[config.mk]
export PLATFORM = sky130hd
export DESIGN_NAME = reset_sequencer
export DESIGN_NICKNAME = d
export VERILOG_FILES = /design/src/rtl/reset_sequencer.sv
export SDC_FILE = /design/constraint.sdc
export NUM_CORES = 1
export LEC_CHECK = 0
export CELL_PAD_IN_SITES_DETAIL_PLACEMENT = 0
export CELL_PAD_IN_SITES_GLOBAL_PLACEMENT = 2
export CORE_MARGIN = 4
export CORE_UTILIZATION = 36
export CTS_CLUSTER_SIZE = 14
export DETAILED_ROUTE_END_ITERATION = 12
export PLACE_DENSITY = 0.88
export SLEW_MARGIN = 20
export SYNTH_ARGS = -nofsm -noshare
export SYNTH_HDL_FRONTEND = slang
export SYNTH_SLANG_ARGS = --single-unit
export TNS_END_PERCENT = 100
[constraint.sdc]
create_clock -name clk -period 4.75 [get_ports clk]
set_clock_uncertainty 0.15 [all_clocks]
set_input_delay 0.475 -clock clk [delete_from_list [all_inputs] [get_ports clk]]
set_output_delay 0.475 -clock clk [all_outputs]
set_load 0.05 [all_outputs]
[src/rtl/reset_sequencer.sv]
// Reset sequencer: synchronises an async reset request, merges it with a software request and
// releases NUM_CH active-low reset domains in order after a hold period, one per stagger interval.
module reset_sequencer #(
  parameter int NUM_CH         = 4,
  parameter int SYNC_STAGES    = 2,
  parameter int HOLD_CYCLES    = 16,
  parameter int STAGGER_CYCLES = 4
) (
  input  logic              clk,
  input  logic              reset,
  input  logic              async_rst_req,
  input  logic              sw_rst_req,
  output logic [NUM_CH-1:0] rst_out_n,
  output logic              seq_busy,
  output logic              seq_done,
  output logic [1:0]        rst_cause,
  output logic [1:0]        dbg_state
);

  localparam int CNT_MAX = (HOLD_CYCLES > STAGGER_CYCLES) ? HOLD_CYCLES : STAGGER_CYCLES;
  localparam int CNT_W   = $clog2(CNT_MAX + 1);
  localparam int IDX_W   = (NUM_CH > 1) ? $clog2(NUM_CH) : 1;

  localparam logic [CNT_W-1:0]  HOLD_LOAD    = CNT_W'(HOLD_CYCLES - 1);
  localparam logic [CNT_W-1:0]  STAGGER_LOAD = CNT_W'(STAGGER_CYCLES - 1);
  localparam logic [IDX_W-1:0]  LAST_IDX     = IDX_W'(NUM_CH - 1);

  typedef enum logic [1:0] {
    ST_ASSERT  = 2'd0,
    ST_HOLD    = 2'd1,
    ST_RELEASE = 2'd2,
    ST_DONE    = 2'd3
  } state_e;

  state_e             state_q;
  logic [CNT_W-1:0]   cnt_q;
  logic [IDX_W-1:0]   idx_q;
  logic [NUM_CH-1:0]  rst_n_q;
  logic               busy_q;
  logic               done_q;
  logic [1:0]         cause_q;
  logic [SYNC_STAGES-1:0] sync_q;
  logic               req_sync;
  logic               req;

  // Chain resets to "request asserted" so downstream domains stay held until it flushes.
  always_ff @(posedge clk) begin
    if (reset) begin
      sync_q <= '1;
    end else begin
      sync_q <= {sync_q[SYNC_STAGES-2:0], async_rst_req};
    end
  end

  assign req_sync = sync_q[SYNC_STAGES-1];
  assign req      = req_sync | sw_rst_req;

  // Handshake-free control: req is a level; any request outside ASSERT restarts the sequence
  // and latches its cause, requests seen while already in ASSERT do not overwrite the cause.
  always_ff @(posedge clk) begin
    if (reset) begin
      state_q <= ST_ASSERT;
      cnt_q   <= '0;
      idx_q   <= '0;
      rst_n_q <= '0;
      busy_q  <= 1'b1;
      done_q  <= 1'b0;
      cause_q <= 2'b00;
    end else begin
      done_q <= 1'b0;
      case (state_q)
        ST_ASSERT: begin
          rst_n_q <= '0;
          if (!req) begin
            state_q <= ST_HOLD;
            cnt_q   <= HOLD_LOAD;
          end
        end

        ST_HOLD: begin
          if (req) begin
            state_q <= ST_ASSERT;
            cnt_q   <= '0;
            idx_q   <= '0;
            rst_n_q <= '0;
            busy_q  <= 1'b1;
            cause_q <= {sw_rst_req, req_sync};
          end else if (cnt_q == '0) begin
            rst_n_q <= NUM_CH'(1);
            idx_q   <= IDX_W'(1);
            if (NUM_CH == 1) begin
              state_q <= ST_DONE;
              busy_q  <= 1'b0;
              done_q  <= 1'b1;
            end else begin
              state_q <= ST_RELEASE;
              cnt_q   <= STAGGER_LOAD;
            end
          end else begin
            cnt_q <= cnt_q - CNT_W'(1);
          end
        end

        ST_RELEASE: begin
          if (req) begin
            state_q <= ST_ASSERT;
            cnt_q   <= '0;
            idx_q   <= '0;
            rst_n_q <= '0;
            busy_q  <= 1'b1;
            cause_q <= {sw_rst_req, req_sync};
          end else if (cnt_q == '0) begin
            rst_n_q <= rst_n_q | (NUM_CH'(1) << idx_q);
            if (idx_q == LAST_IDX) begin
              state_q <= ST_DONE;
              busy_q  <= 1'b0;
              done_q  <= 1'b1;
            end else begin
              idx_q <= idx_q + IDX_W'(1);
              cnt_q <= STAGGER_LOAD;
            end
          end else begin
            cnt_q <= cnt_q - CNT_W'(1);
          end
        end

        ST_DONE: begin
          if (req) begin
            state_q <= ST_ASSERT;
            cnt_q   <= '0;
            idx_q   <= '0;
            rst_n_q <= '0;
            busy_q  <= 1'b1;
            cause_q <= {sw_rst_req, req_sync};
          end
        end

        default: begin
          state_q <= ST_ASSERT;
          rst_n_q <= '0;
          busy_q  <= 1'b1;
        end
      endcase
    end
  end

  assign rst_out_n = rst_n_q;
  assign seq_busy  = busy_q;
  assign seq_done  = done_q;
  assign rst_cause = cause_q;
  assign dbg_state = state_q;

endmodule

Yosys cells after proc, flatten, opt, wreduce, memory -nomap -nowiden --
Index checks and enable logic that the tools add are counted.
Operators by class: add/sub/neg operators 2, multiply operators 0, div/mod/pow operators 0, magnitude comparators 0, equal/unequal tests 12, shifts and indexed selects 1, muxes and demuxes 34, bitwise operators 4, reductions and logical operators 13
Operators by type and width (count):
- $mux 5 | 7
- $mux 2 | 12
- $mux 4 | 5
- $pmux 5 s4 | 1
- $pmux 4 s4 | 1
- $ne 3x3->1 const B | 4
- $reduce_and 5->1 | 2
- $pmux 2 s4 | 1
- $eq 2x2->1 const B | 3
- $pmux 2 s3 | 1
- $reduce_and 3->1 | 2
- $logic_not 5->1 | 1
- $mux 1 | 5
- $sub 5x1->5 const B | 1
- $ne 2x2->1 const B | 2
- $ne 4x4->1 const B | 1
- $or 4x4->4 | 1
- $reduce_and 4->1 | 1
- $reduce_or 4->1 | 1
- $shl 1x2->4 const A | 1
- $reduce_bool 3->1 | 1
- $reduce_or 3->1 | 1
- $add 2x1->2 const B | 1
- $eq 2x1->1 const B | 1
- 8 further kinds | 9
Storage, ports and cells: flip-flop bits (word level) 19, latch bits 0, RAM bits 0, memory bits (read-only) 0, output and inout bits 10, logic and storage cells 74, memories kept 0

Longest topological paths before layout --
depth after elaboration 5, mapped depth 7

Worst setup path before layout --
Ideal clock, no wire load.
kind register to register, start reg state_q[0], in the netlist dbg_state[0], end reg cnt_q[3], setup time 0.059 ns, arrival time 2.338 ns, data required time 4.541 ns, path slack 2.204 ns, cell stages (with the launch flop) 7, cell sequence dfxtp_1 > inv_1 > ha_1 > or3b_2 > clkbuf_1 > o311ai_0 > o221a_2
On the way: cells in the longest elaborated chain, start to end 3
RTL lines:
- from (decl) | line 35 | state_e state_q;
- from (signal assigned) | line 62 | state_q <= ST_ASSERT;
- from (signal assigned) | line 75 | state_q <= ST_HOLD;
- from (signal assigned) | line 82 | state_q <= ST_ASSERT;
- $eq 2x2->1 / $logic_not 2->1 (equally long branches) | line 71 | case (state_q)
- $ne 4x4->1 (no source line) / $ne 2x2->1 (equally long branches)
- $reduce_and 3->1 (no source line)
- to (signal assigned) | line 100 | cnt_q <= cnt_q - CNT_W'(1);
- to (signal assigned) | line 123 | cnt_q <= cnt_q - CNT_W'(1);
- to (decl) | line 36 | logic [CNT_W-1:0] cnt_q;
Parallel ways exist; a longest one is shown, timed or not. A chain may end at the register's enable or synchronous reset.

Worst setup path after layout --
start in sw_rst_req, end reg cnt_q[3]
On the way: cells in the longest elaborated chain, start to end 3
RTL lines:
- from (decl) | line 12 | input logic sw_rst_req,
- $or 1x1->1 * | line 56 | assign req = req_sync | sw_rst_req;
- $ne 4x4->1 (no source line) (tied with other cells)
- $reduce_and 3->1 (no source line) / $pmux 5 s4 (equally long branches)
Every way passes the cells marked *; elsewhere a longest branch is shown, timed or not.

==> results_dict.tcl <==
set metrics [dict create \
    postSynthCellCount 131 \
    path_max_fanout 8 \
    cts_tree "done" \
    r2r-start "dbg_state[0]$_SDFFE_PP0P_" \
    clkLatencyLatePin_ns 0.30 \
    ys_async_sr_fraction 0 \
    grt_max_degree 17 \
    fmax_ghz 0.405 \
    clock_sinks 19 \
    crit_required_ns 4.80 \
    first_iter_violations 59 \
    grt_antenna_before_repair 0 \
    grt_most_used_layer "met2" \
    grt-ovfl-total 0 \
    antenna_cells 0 \
    grt_first_pass_wirelength_microns 4460 \
    syn_nets 145 \
    syn_area_per_cell_sq_um 8.87 \
    hold_violations 0 \
    yosysWarnings 0 \
    totalWireLength_microns 2600 \
    leakagePower_nw 0.472 \
    tightest_slew_ns 0.710 \
    start_util 0.378 \
    seqCellArea_sq_um 380 \
    nets 159 \
    cp.arrival_ns 2.52 \
    synth_commonest_cells "dfxtp_1 (19), inv_1 (12), nor2_1 (12), a21oi_1 (11), ha_1 (10)" \
    std_cell_rows 20 \
    synth_top_area_frac 0.327 \
    met1_usage 0.186 \
    grt_use_met3 0.0208 \
    drive_gt1_frac 0.160 \
    endpoint_kind "register" \
    io_pins 14 \
    netlist_area_sq_mm 0.00116 \
    drc 0 \
    place.gp.congestion 0.781 \
    multi_input_area_sq_um 713 \
    worstSetupPathType "input pin to register" \
    numCtsBuffers 3 \
    post-dp-hpwl_microns 1920 \
    clk_pin_slew_ns 0.12 \
    die_w_microns 64.8 \
    grt_util_met2 0.213 \
    yosysUniqueCellTypes 39 \
    synth_edf_count 0 \
    holdCritStartpoint "sync_q[0]$_SDFF_PP1_" \
    syn_to_final_growth_pct 16.3 \
    period_needed_ns 2.47 \
    core_sq_mm 0.00308 \
    stdcell_area_sq_mm 0.00135 \
    first_pass_iters 4 \
    dpl-instance-area_sq_mm 0.00132 \
    via_count 975 \
    yosys.area.top_type "dfxtp_1" \
    setup_tns_ns 0 \
    cts_hold_buf 0 \
    post-route-period-util 0.520 \
    dieArea_sq_mm 0.00420 \
    cts-root-buf "clkbuf_4" \
    ys_seq_elements 19 \
    hold_depth 1 \
    synth_flop_cell "dfxtp_1" \
    fill_cells 313 \
    first_global_vias 942 \
    cts_resized 0 \
    slew_headroom 0.525 \
    setup_viol 0 \
    yosys.cell_count.top_type "dfxtp_1" \
    cts_buffer_depth 2 \
    postCtsSetupRepairBufs 0 \
    grt_setup_unrepaired "false" \
    ys_top_cells_by_area "dfxtp_1 (33%), ha_1 (11%), a221oi_2 (6.5%), a21oi_1 (4.7%), inv_1 (3.9%)" \
    ff2ff_path_depth 5 \
    holdCritPathClass "register to register" \
    wire_per_inst_microns 13.8 \
    irDropWorstVdd_mv 0.144 \
    track_usage 0.136 \
    slew_violations 0 \
    crit_start "sw_rst_req" \
    port_buffers 13 \
    ant_nets 0 \
    worst_setup_path_start_kind "input pin" \
    h-tree-depth 1 \
    seq_area_frac_synth 0.327 \
    die_h_microns 64.8 \
    power_density_mw_per_mm2 279 \
    maxCapViolCount 0 \
    status "completed" \
    viasPerCell 5.19 \
]
==> report_power, final <==
part           switching [mW]  total (mW)  internal, mW  leakage [nW]
logic                  0.0717       0.115        0.0435         0.299
registers             0.00936       0.178         0.169         0.155
clock network          0.0523      0.0837        0.0314        0.0177
total                   0.133       0.377         0.244         0.472
==> layout make-up <==
cell class                      instances  share of cell area
Timing Repair Buffer                   13              0.0963
Clock inverter                          1             0.00370
Multi-Input combinational cell         96               0.528
Inverter                               12              0.0333
Clock buffer                            3              0.0167
Sequential cell                        19               0.281
Tap cell                               44              0.0407
==> routing by layer <==
metal | share of wire | routed length, microns | vias to the layer above
met5 | 0 | 0 | -
met4 | 0.013 | 33 | 0
met3 | 0.028 | 72 | 4
met2 | 0.45 | 1170 | 16
met1 | 0.51 | 1330 | 458
li1 | - | - | 497
==> critical path, cell delays in order <==
cell             delay (ns)
clkdlybuf4s50_1        0.49
nor2_1                 0.45
mux2i_1                0.57
o311ai_0               0.25
o221a_2                0.27
==> logic make-up after synthesis <==
kind of cell,synth area share
AND/OR/NAND/NOR,0.201
AO/OA/AOI/OAI,0.270
flip-flops,0.327
buffers and inverters,0.0592
adder cells (fa/ha/maj),0.108
multiplexers,0.0269
XOR/XNOR,0.00754
==> per-stage QoR <==
stage	total power, mW	hold WS, ns	util	setup WS (ns)	instances
after floorplan	0.273	0.239	-	2.20	131
after global placement	0.295	0.243	0.430	2.08	184
after detailed placement	0.296	0.245	0.430	1.97	184
after CTS	0.380	0.274	0.439	2.32	188
after global routing	0.402	0.299	0.439	2.09	188
final	0.377	0.273	0.439	2.28	188
==> final timing paths <==
kind,endpoint,slack [ns]
worst min-delay path,sync_q[1]$_SDFF_PP1_,0.27
worst max register to register,cnt_q[3]$_SDFFE_PP0P_,2.46
worst max-delay path,cnt_q[3]$_SDFFE_PP0P_,2.28
worst min register to register,sync_q[1]$_SDFF_PP1_,0.27
==> flip-flops by register name, summed over array words and instances (netlist names) <==
name	cells
cnt_q	5
dbg_state	2
idx_q	2
rst_cause	2
rst_out_n	4
seq_busy	1
seq_done	1
sync_q	2
==> layout by cell type, fill, tap and decap left out, types with 3 or more instances in the layout <==
cell | synthesis | layout
nor3_1 | 5 | 5
clkdlybuf4s50_1 | 0 | 13
a21oi_1 | 11 | 11
o21ai_1 | 3 | 3
inv_1 | 12 | 12
and3_1 | 3 | 3
ha_1 | 10 | 10
or2_2 | 4 | 4
nor2_1 | 12 | 12
dfxtp_1 | 19 | 19
clkbuf_4 | 0 | 3
nand2_1 | 5 | 5
a221oi_2 | 5 | 5
nand3_1 | 3 | 3
o21ai_0 | 5 | 5
No activity file was read; power rests on OpenSTA's default activity.
